File: config.mk
export PLATFORM = sky130hd
export DESIGN_NAME = cacheline_adapter
export DESIGN_NICKNAME = d
export VERILOG_FILES = /design/src/rtl/rv32i_types.sv /design/src/rtl/cacheline_adapter.sv
export SDC_FILE = /design/constraint.sdc
export NUM_CORES = 1
export LEC_CHECK = 0
export CORE_AREA = 4 4 275 277
export DETAILED_ROUTE_END_ITERATION = 7
export DIE_AREA = 0 0 279 281
export DONT_BUFFER_PORTS = 1
export PLACE_DENSITY = 0.42
export SETUP_SLACK_MARGIN = 0.1
export SYNTH_ARGS = -nofsm -noshare
export SYNTH_HDL_FRONTEND = slang
export SYNTH_SLANG_ARGS = --single-unit
File: constraint.sdc
create_clock -name clk -period 6.4 [get_ports clk]
set_clock_uncertainty 0.05 [all_clocks]
set_input_delay 1.92 -clock clk [delete_from_list [all_inputs] [get_ports clk]]
set_output_delay 1.92 -clock clk [all_outputs]
set_load 0.02 [all_outputs]
File: src/rtl/rv32i_types.sv
// Shared types and geometry for the cache-line to burst-memory adapter.
package rv32i_types;

    localparam int unsigned ADDR_WIDTH  = 32;
    localparam int unsigned BEAT_COUNT  = 4;
    localparam int unsigned BEAT_WIDTH  = 64;
    localparam int unsigned LINE_WIDTH  = BEAT_COUNT * BEAT_WIDTH;
    localparam int unsigned OFFSET_BITS = 5;
    localparam int unsigned BEAT_IDX_W  = $clog2(BEAT_COUNT);

    typedef enum logic [2:0] {
        IDLE,
        RD_REQ,
        RD_WAIT,
        WR_BURST,
        RESP
    } adapter_state_t;

    // Bit offset of beat k inside the line register.
    function automatic logic [7:0] beat_lsb(input logic [BEAT_IDX_W-1:0] k);
        return 8'(k) * 8'(BEAT_WIDTH);
    endfunction

endpackage

File: src/rtl/cacheline_adapter.sv
// Converts single 256-bit line read/writeback requests into 4-beat
// 64-bit bursts towards memory. One transaction in flight at a time; the
// line register and beat counter are shared by the read and write paths.
module cacheline_adapter
    import rv32i_types::*;
(
    input  logic                  clk,
    input  logic                  rst,

    input  logic [ADDR_WIDTH-1:0] dfp_addr,
    input  logic                  dfp_read,
    input  logic                  dfp_write,
    input  logic [LINE_WIDTH-1:0] dfp_wdata,
    output logic [LINE_WIDTH-1:0] dfp_rdata,
    output logic                  dfp_resp,

    output logic [ADDR_WIDTH-1:0] bmem_addr,
    output logic                  bmem_read,
    output logic                  bmem_write,
    output logic [BEAT_WIDTH-1:0] bmem_wdata,
    input  logic                  bmem_ready,
    input  logic [BEAT_WIDTH-1:0] bmem_rdata,
    input  logic                  bmem_rvalid
);

    adapter_state_t        state;
    adapter_state_t        next_state;
    logic [ADDR_WIDTH-1:0] addr_q;
    logic [LINE_WIDTH-1:0] line_q;
    logic [BEAT_IDX_W-1:0] beat_q;
    logic                  last_beat;
    logic [ADDR_WIDTH-1:0] line_addr;
    logic                  unused_offset_bits;

    assign line_addr          = {dfp_addr[ADDR_WIDTH-1:OFFSET_BITS], {OFFSET_BITS{1'b0}}};
    assign unused_offset_bits = ^dfp_addr[OFFSET_BITS-1:0];
    assign last_beat          = (beat_q == BEAT_IDX_W'(BEAT_COUNT - 1));

    // State register; reset drops any partially completed burst.
    always_ff @(posedge clk or negedge rst) begin
        if (!rst) begin
            state <= IDLE;
        end else begin
            state <= next_state;
        end
    end

    // Next-state decode and per-state command strobes.
    always_comb begin
        next_state = state;
        bmem_read  = 1'b0;
        bmem_write = 1'b0;
        dfp_resp   = 1'b0;
        case (state)
            IDLE: begin
                // Writeback has priority; a simultaneous read is served afterwards.
                if (dfp_write) begin
                    next_state = WR_BURST;
                end else if (dfp_read) begin
                    next_state = RD_REQ;
                end
            end
            RD_REQ: begin
                bmem_read = 1'b1;
                if (bmem_ready) begin
                    next_state = RD_WAIT;
                end
            end
            RD_WAIT: begin
                if (bmem_rvalid && last_beat) begin
                    next_state = RESP;
                end
            end
            WR_BURST: begin
                bmem_write = 1'b1;
                if (bmem_ready && last_beat) begin
                    next_state = RESP;
                end
            end
            RESP: begin
                dfp_resp   = 1'b1;
                next_state = IDLE;
            end
            default: begin
                next_state = IDLE;
            end
        endcase
    end

    // Request capture, read-beat assembly and beat counting.
    always_ff @(posedge clk or negedge rst) begin
        if (!rst) begin
            addr_q <= '0;
            line_q <= '0;
            beat_q <= '0;
        end else begin
            case (state)
                IDLE: begin
                    if (dfp_write) begin
                        addr_q <= line_addr;
                        line_q <= dfp_wdata;
                        beat_q <= '0;
                    end else if (dfp_read) begin
                        addr_q <= line_addr;
                        beat_q <= '0;
                    end
                end
                RD_WAIT: begin
                    if (bmem_rvalid) begin
                        line_q[beat_lsb(beat_q) +: BEAT_WIDTH] <= bmem_rdata;
                        beat_q <= beat_q + 1'b1;
                    end
                end
                WR_BURST: begin
                    if (bmem_ready) begin
                        beat_q <= beat_q + 1'b1;
                    end
                end
                default: begin
                end
            endcase
        end
    end

    assign bmem_addr  = addr_q;
    assign bmem_wdata = (state == WR_BURST) ? line_q[beat_lsb(beat_q) +: BEAT_WIDTH] : '0;
    assign dfp_rdata  = line_q;

endmodule

## Yosys cells after proc, flatten, opt, wreduce, memory -nomap -nowiden

Index checks and enable logic that the tools add are counted.

| word-level totals | value |
|---|---|
| logic and storage cells | 52 |
| output and inout bits | 355 |
| register bits after elaboration | 293 |
| input bits | 358 |

| cells by class | value |
|---|---|
| eq/ne operators | 12 |
| shifts and indexed selects | 3 |
| reduce and logical (&&, ||, !) cells | 10 |
| add/subtract/negate cells | 2 |
| multiplexer cells | 21 |

Operators by type and width:

| kind | count |
|---|---|
| 2-to-1 mux 256 bit | 2 |
| case mux 256 bit (2 select lines) | 1 |
| bitwise mux 256 bit | 1 |
| variable shift 64 x 10 -> 256 bit (first input constant) | 1 |
| variable part select 256 x 9 -> 64 bit | 1 |
| variable part select 64 x 10 -> 256 bit | 1 |
| 2-to-1 mux 32 bit | 2 |
| 2-to-1 mux 64 bit | 1 |
| 2-to-1 mux 3 bit | 5 |
| inequality test 2 bit (second input constant) | 6 |
| case mux 3 bit (4 select lines) | 1 |
| negation 8 -> 10 bit | 1 |
| 2-to-1 mux 2 bit | 4 |
| AND reduction 4 bit | 2 |
| == test 3 x 2 -> 1 bit (second input constant) | 2 |
| case mux 2 bit (3 select lines) | 1 |
| nonzero test 2 bit | 2 |
| == test 3 x 1 -> 1 bit (second input constant) | 1 |
| == test 3 bit (second input constant) | 1 |
| zero test 3 bit | 1 |
| 2-to-1 mux 1 bit | 3 |
| inequality test 3 bit (second input constant) | 1 |
| AND reduction 3 bit | 1 |
| nonzero test 3 bit | 1 |
| other kinds (4) | 5 |

## Depth between registers and ports, before layout

| logic depth | value |
|---|---|
| depth in word-level cells | 5 |
| depth in mapped cells | 9 |
| mapped depth without buffers | 5 |

## Worst setup path before layout

OpenSTA, ideal clock, no wires.

| timing path | value |
|---|---|
| path kind | flip-flop to output port |
| start point | register beat_q[0] |
| end point | output bmem_wdata[37] |
| slack | 2.614 ns |
| data arrival time | 1.816 ns |
| cell stages (with the launch flop) | 6 |
| path buffers | 3 |
| data required time | 4.430 ns |
| cell sequence | dfrtp_1 -> buf_2 -> buf_4 -> buf_2 -> mux4_2 -> and3_1 |

| on the way | value |
|---|---|
| cells in the longest elaborated chain, start to end | 2 |

Ends and longest elaborated chain:

| item | RTL line | RTL |
|---|---|---|
| from (decl) | cacheline_adapter.sv:30 | `logic [BEAT_IDX_W-1:0] beat_q;` |
| from (signal assigned) | cacheline_adapter.sv:111 | `beat_q <= beat_q + 1'b1;` |
| from (signal assigned) | cacheline_adapter.sv:116 | `beat_q <= beat_q + 1'b1;` |
| variable part select 256 x 9 -> 64 bit | cacheline_adapter.sv:126 | `assign bmem_wdata = (state == WR_BURST) ? line_q[beat_lsb(beat_q) +: BEAT_WIDTH] : '0;` |
| 2-to-1 mux 64 bit | cacheline_adapter.sv:126 |  |
| to (decl) | cacheline_adapter.sv:20 | `output logic [BEAT_WIDTH-1:0] bmem_wdata,` |

No other way between the ends.

## Final worst setup path

| timing path | value |
|---|---|
| start point | register beat_q[1] |
| end point | output bmem_wdata[29] |

Same word-level chain as after synthesis.

==> impl_summary.md <==
Run
The tool flagged a number of max-cap violations equal to 0.

Clock network
The H-tree generated during clock tree synthesis spans 2 levels. The post-CTS setup buffer count is 0. The count of hold buffers inserted by post-cts repair is 0. The worst-case clock buffer depth is 3. The tree is rooted in a clkbuf_16. TritonCTS built the clock tree.

The total clock buffers created by CTS is 37. The post-CTS resize count is 0. The clock slew seen by the registers of the worst setup and hold paths is 60 ps. The clock insertion delay at the later pin of the skew report is between 500 and 600 ps. The number of sinks handled by clock tree synthesis is between 200 and 300.

Routing
The vias after detailed routing is ~12000. The average via count per standard cell is around 5.8. In this run the remaining antenna-violating nets after routing total 0. Summed over all layers, the routed wires come to between 70 and 80 mm. For this run, design rule violations remaining after detail routing come to 0. The detailed-route wire length per cell is around 34 µm.

The detailed-router iteration count before antenna repair is 5. In this run, the number of DRC markers left after iteration 0 of detailed routing was around 900.

Outcome
The flow ran to the end, but the final reports show violations. The checks that failed: max-slew violations.

Placement
The routability congestion estimate from global placement is between 0.8 and 0.9. The wire-length estimate of the detail-placed layout is between 40 and 50 mm. The quantity of I/O buffers inserted on ports is 0.

The post-placement setup slack is ~2200 ps.

STA
The final max-slew violation count is approximately 130. The final count of hold timing violations is 0. The minimum clock period after layout is about 4800 ps.

Setup slack on the critical path of the routed design comes to around 1600 ps. The highest clock rate is ~210 MHz. Setup repair after global routing left no endpoint under its margin. For the pin with the worst max-slew slack, the measured transition is between 1500 and 2000 ps. The setup-violating endpoint count in the final report is 0.

The fraction of the cycle the final worst path needs is 0.749. The setup TNS is 0 ps. The worst pin sits at a relative slew slack of -0.305.

Setup path
The element type at the critical path start is a flip-flop. The kind of capture point of the worst setup path is a primary output. By startpoint and endpoint, the worst setup path is classified as reg2out. The top fanout value on the critical path is 39. For this run, the slowest stage of the critical path takes around 860 ps. STA puts the critical path data arrival time at 2820 ps. The standard cell with the maximum stage delay on the critical path is dfrtp_4. Together, buffers and inverters on the worst path number 1. For the worst setup path, the data required time is about 4400 ps. The kind of cell with the highest combined delay along the critical path is flip-flops. The critical path goes through buf_4 -> mux4_2 -> and3_1.

Power
Total power for the finished layout comes to about 11000 µW. The power density relative to cell area is roughly 600 nW/µm². The worst-case IR drop observed on VDD is approximately 0.00031 V. The leakage power is between 0.007 and 0.008 µW.

Global route
The wire length of the first global-routing pass is 102 mm. The number of antenna violations at the first check in global routing was 7. The remaining global-route overflow is 0.

The maximum number of pins on one net before global-route repair is approximately 290. The overall routing resource usage is 0.173. The via count of the first global-routing pass is around 13000.

Synth
The top flip-flop cell by instance count after synthesis is dfrtp_1. Counting flops with a built-in enable in the synthesized netlist gives 0. The number of different library cells used by synthesis comes to 36.

After technology mapping, the gate count stands at between 1000 and 1500. In this run the mean area of a mapped cell was approximately 13 µm². In this run the cell area of the synthesized design comes to between 15000 and 20000 µm². In the synthesized netlist the async set-or-reset flop fraction comes to 1.00.

The number of warnings issued by yosys is 0. The register bit count reported by yosys is around 290. The portion of the post-synthesis area used by sequential elements is 0.436.

Floorplanning
In this run the standard cell core region covers around 73000 µm². In this run the vertical extent of the chip is 281 µm. The floorplan has between 90 and 100 rows. The initial utilization of the core area, before any placement, comes to 0.227. The horizontal die dimension is approximately 280 µm. The area of the die is 78400 µm².

For this design the top-level I/O count stands at 713.

Min path
In this run the worst hold path is classified as reg2reg.

Final layout
The area added between synthesis and finish is 12.0%. Of the cells placed in the final design, the portion with a size suffix greater than 1 is 0.371. For this run, the post-layout net count is 1503.
per-stage QoR:
| step | hold WS, ps | util | instance area, µm² | std cells |
|---|---|---|---|---|
| 3_3_place_gp | 582 | 0.237 | 17300 | 2059 |
| 4_1_cts | 599 | 0.254 | 18500 | 2122 |
| 5_1_grt | 625 | 0.254 | 18500 | 2125 |
| 2_1_floorplan | 559 | - | 16600 | 1231 |
| 6_report | 593 | 0.254 | 18500 | 2127 |
| 3_5_place_dp | 581 | 0.237 | 17300 | 2059 |
state kept, by name (all words and copies together) (netlist names):
name / flops
beat_q: 2
state: 3
bmem_addr: 27
dfp_rdata: 256
placed cells by master (no fill, tap or decap), types with 3 or more instances in the layout:
cell	instances
mux2_1	20
nor4bb_1	64
bufinv_16	3
a22o_1	130
clkinv_2	5
nand3_1	4
inv_1	4
clkbuf_1	5
conb_1	5
clkbuf_16	39
a32o_1	128
diode_2	5
buf_12	5
dfrtp_1	283
ha_1	6
mux2_2	265
clkbuf_8	8
nor4bb_4	3
a21oi_4	4
buf_4	22
dfrtp_4	5
and3_1	65
mux4_2	64
power breakdown:
part	internal [µW]	total (µW)	switching, µW
sequential	2570	4570	2000
combinational	2210	4630	2420
clock	1320	2170	852
total	6100	11400	5270
synthesized netlist by cell type, types with 2 or more instances:
cell type / n / area, µm²
a22o_1: 130 / 1140
nor3b_1: 2 / 15.0
nor2_1: 2 / 7.51
mux4_2: 64 / 1440
nor4bb_1: 67 / 671
mux2_2: 265 / 2980
a21oi_2: 4 / 35.0
nand2b_1: 2 / 12.5
buf_1: 7 / 26.3
buf_2: 36 / 180
dfrtp_1: 288 / 7210
mux2_1: 20 / 225
nor2b_1: 3 / 18.8
inv_1: 4 / 15.0
nand3_1: 4 / 20.0
buf_6: 27 / 304
buf_4: 7 / 52.6
a32o_1: 128 / 1280
clkbuf_1: 81 / 304
and3_1: 65 / 407
ha_1: 6 / 75.1
kinds of logic after synthesis:
family | count (synthesis) | share of synthesized area
compound gates | 268 | 0.151
fa+ha+maj | 6 | 0.00454
buf+inv | 162 | 0.0533
flops | 288 | 0.436
mux | 350 | 0.282
other cells | 1 | 0.000227
simple gates | 152 | 0.0734
worst paths after layout:
kind	from	endpoint	slack (ps)	cells past startpoint
setup reg to reg	state[1]	dfp_rdata[208]	2800	6
min in group asynchronous	rst	dfp_rdata[229]	1020	0
max in group asynchronous	rst	dfp_rdata[231]	3720	0
hold reg to reg	bmem_addr[28]	bmem_addr[28]	590	1
hold / removal	bmem_addr[28]	bmem_addr[28]	590	1
setup / recovery	beat_q[1]	bmem_wdata[29]	1610	3
per-layer routing:
metal | global-route usage | part of all wire
met5 | 0 | 0.00018
met4 | 0.0619 | 0.032
met3 | 0.0539 | 0.096
met2 | 0.296 | 0.50
met1 | 0.204 | 0.37
layout make-up:
| type | instances | area (µm²) |
|---|---|---|
| Clock inverter | 11 | 139 |
| Clock buffer | 52 | 1100 |
| Inverter | 4 | 15.0 |
| Fill cell | 7570 | 54300 |
| Tap cell | 959 | 1200 |
| Multi-Input combinational cell | 781 | 8560 |
| Timing Repair Buffer | 27 | 265 |
| Sequential cell | 288 | 7230 |
| Antenna cell | 5 | 12.5 |
Note: power is estimated with default switching activity, not from simulation.
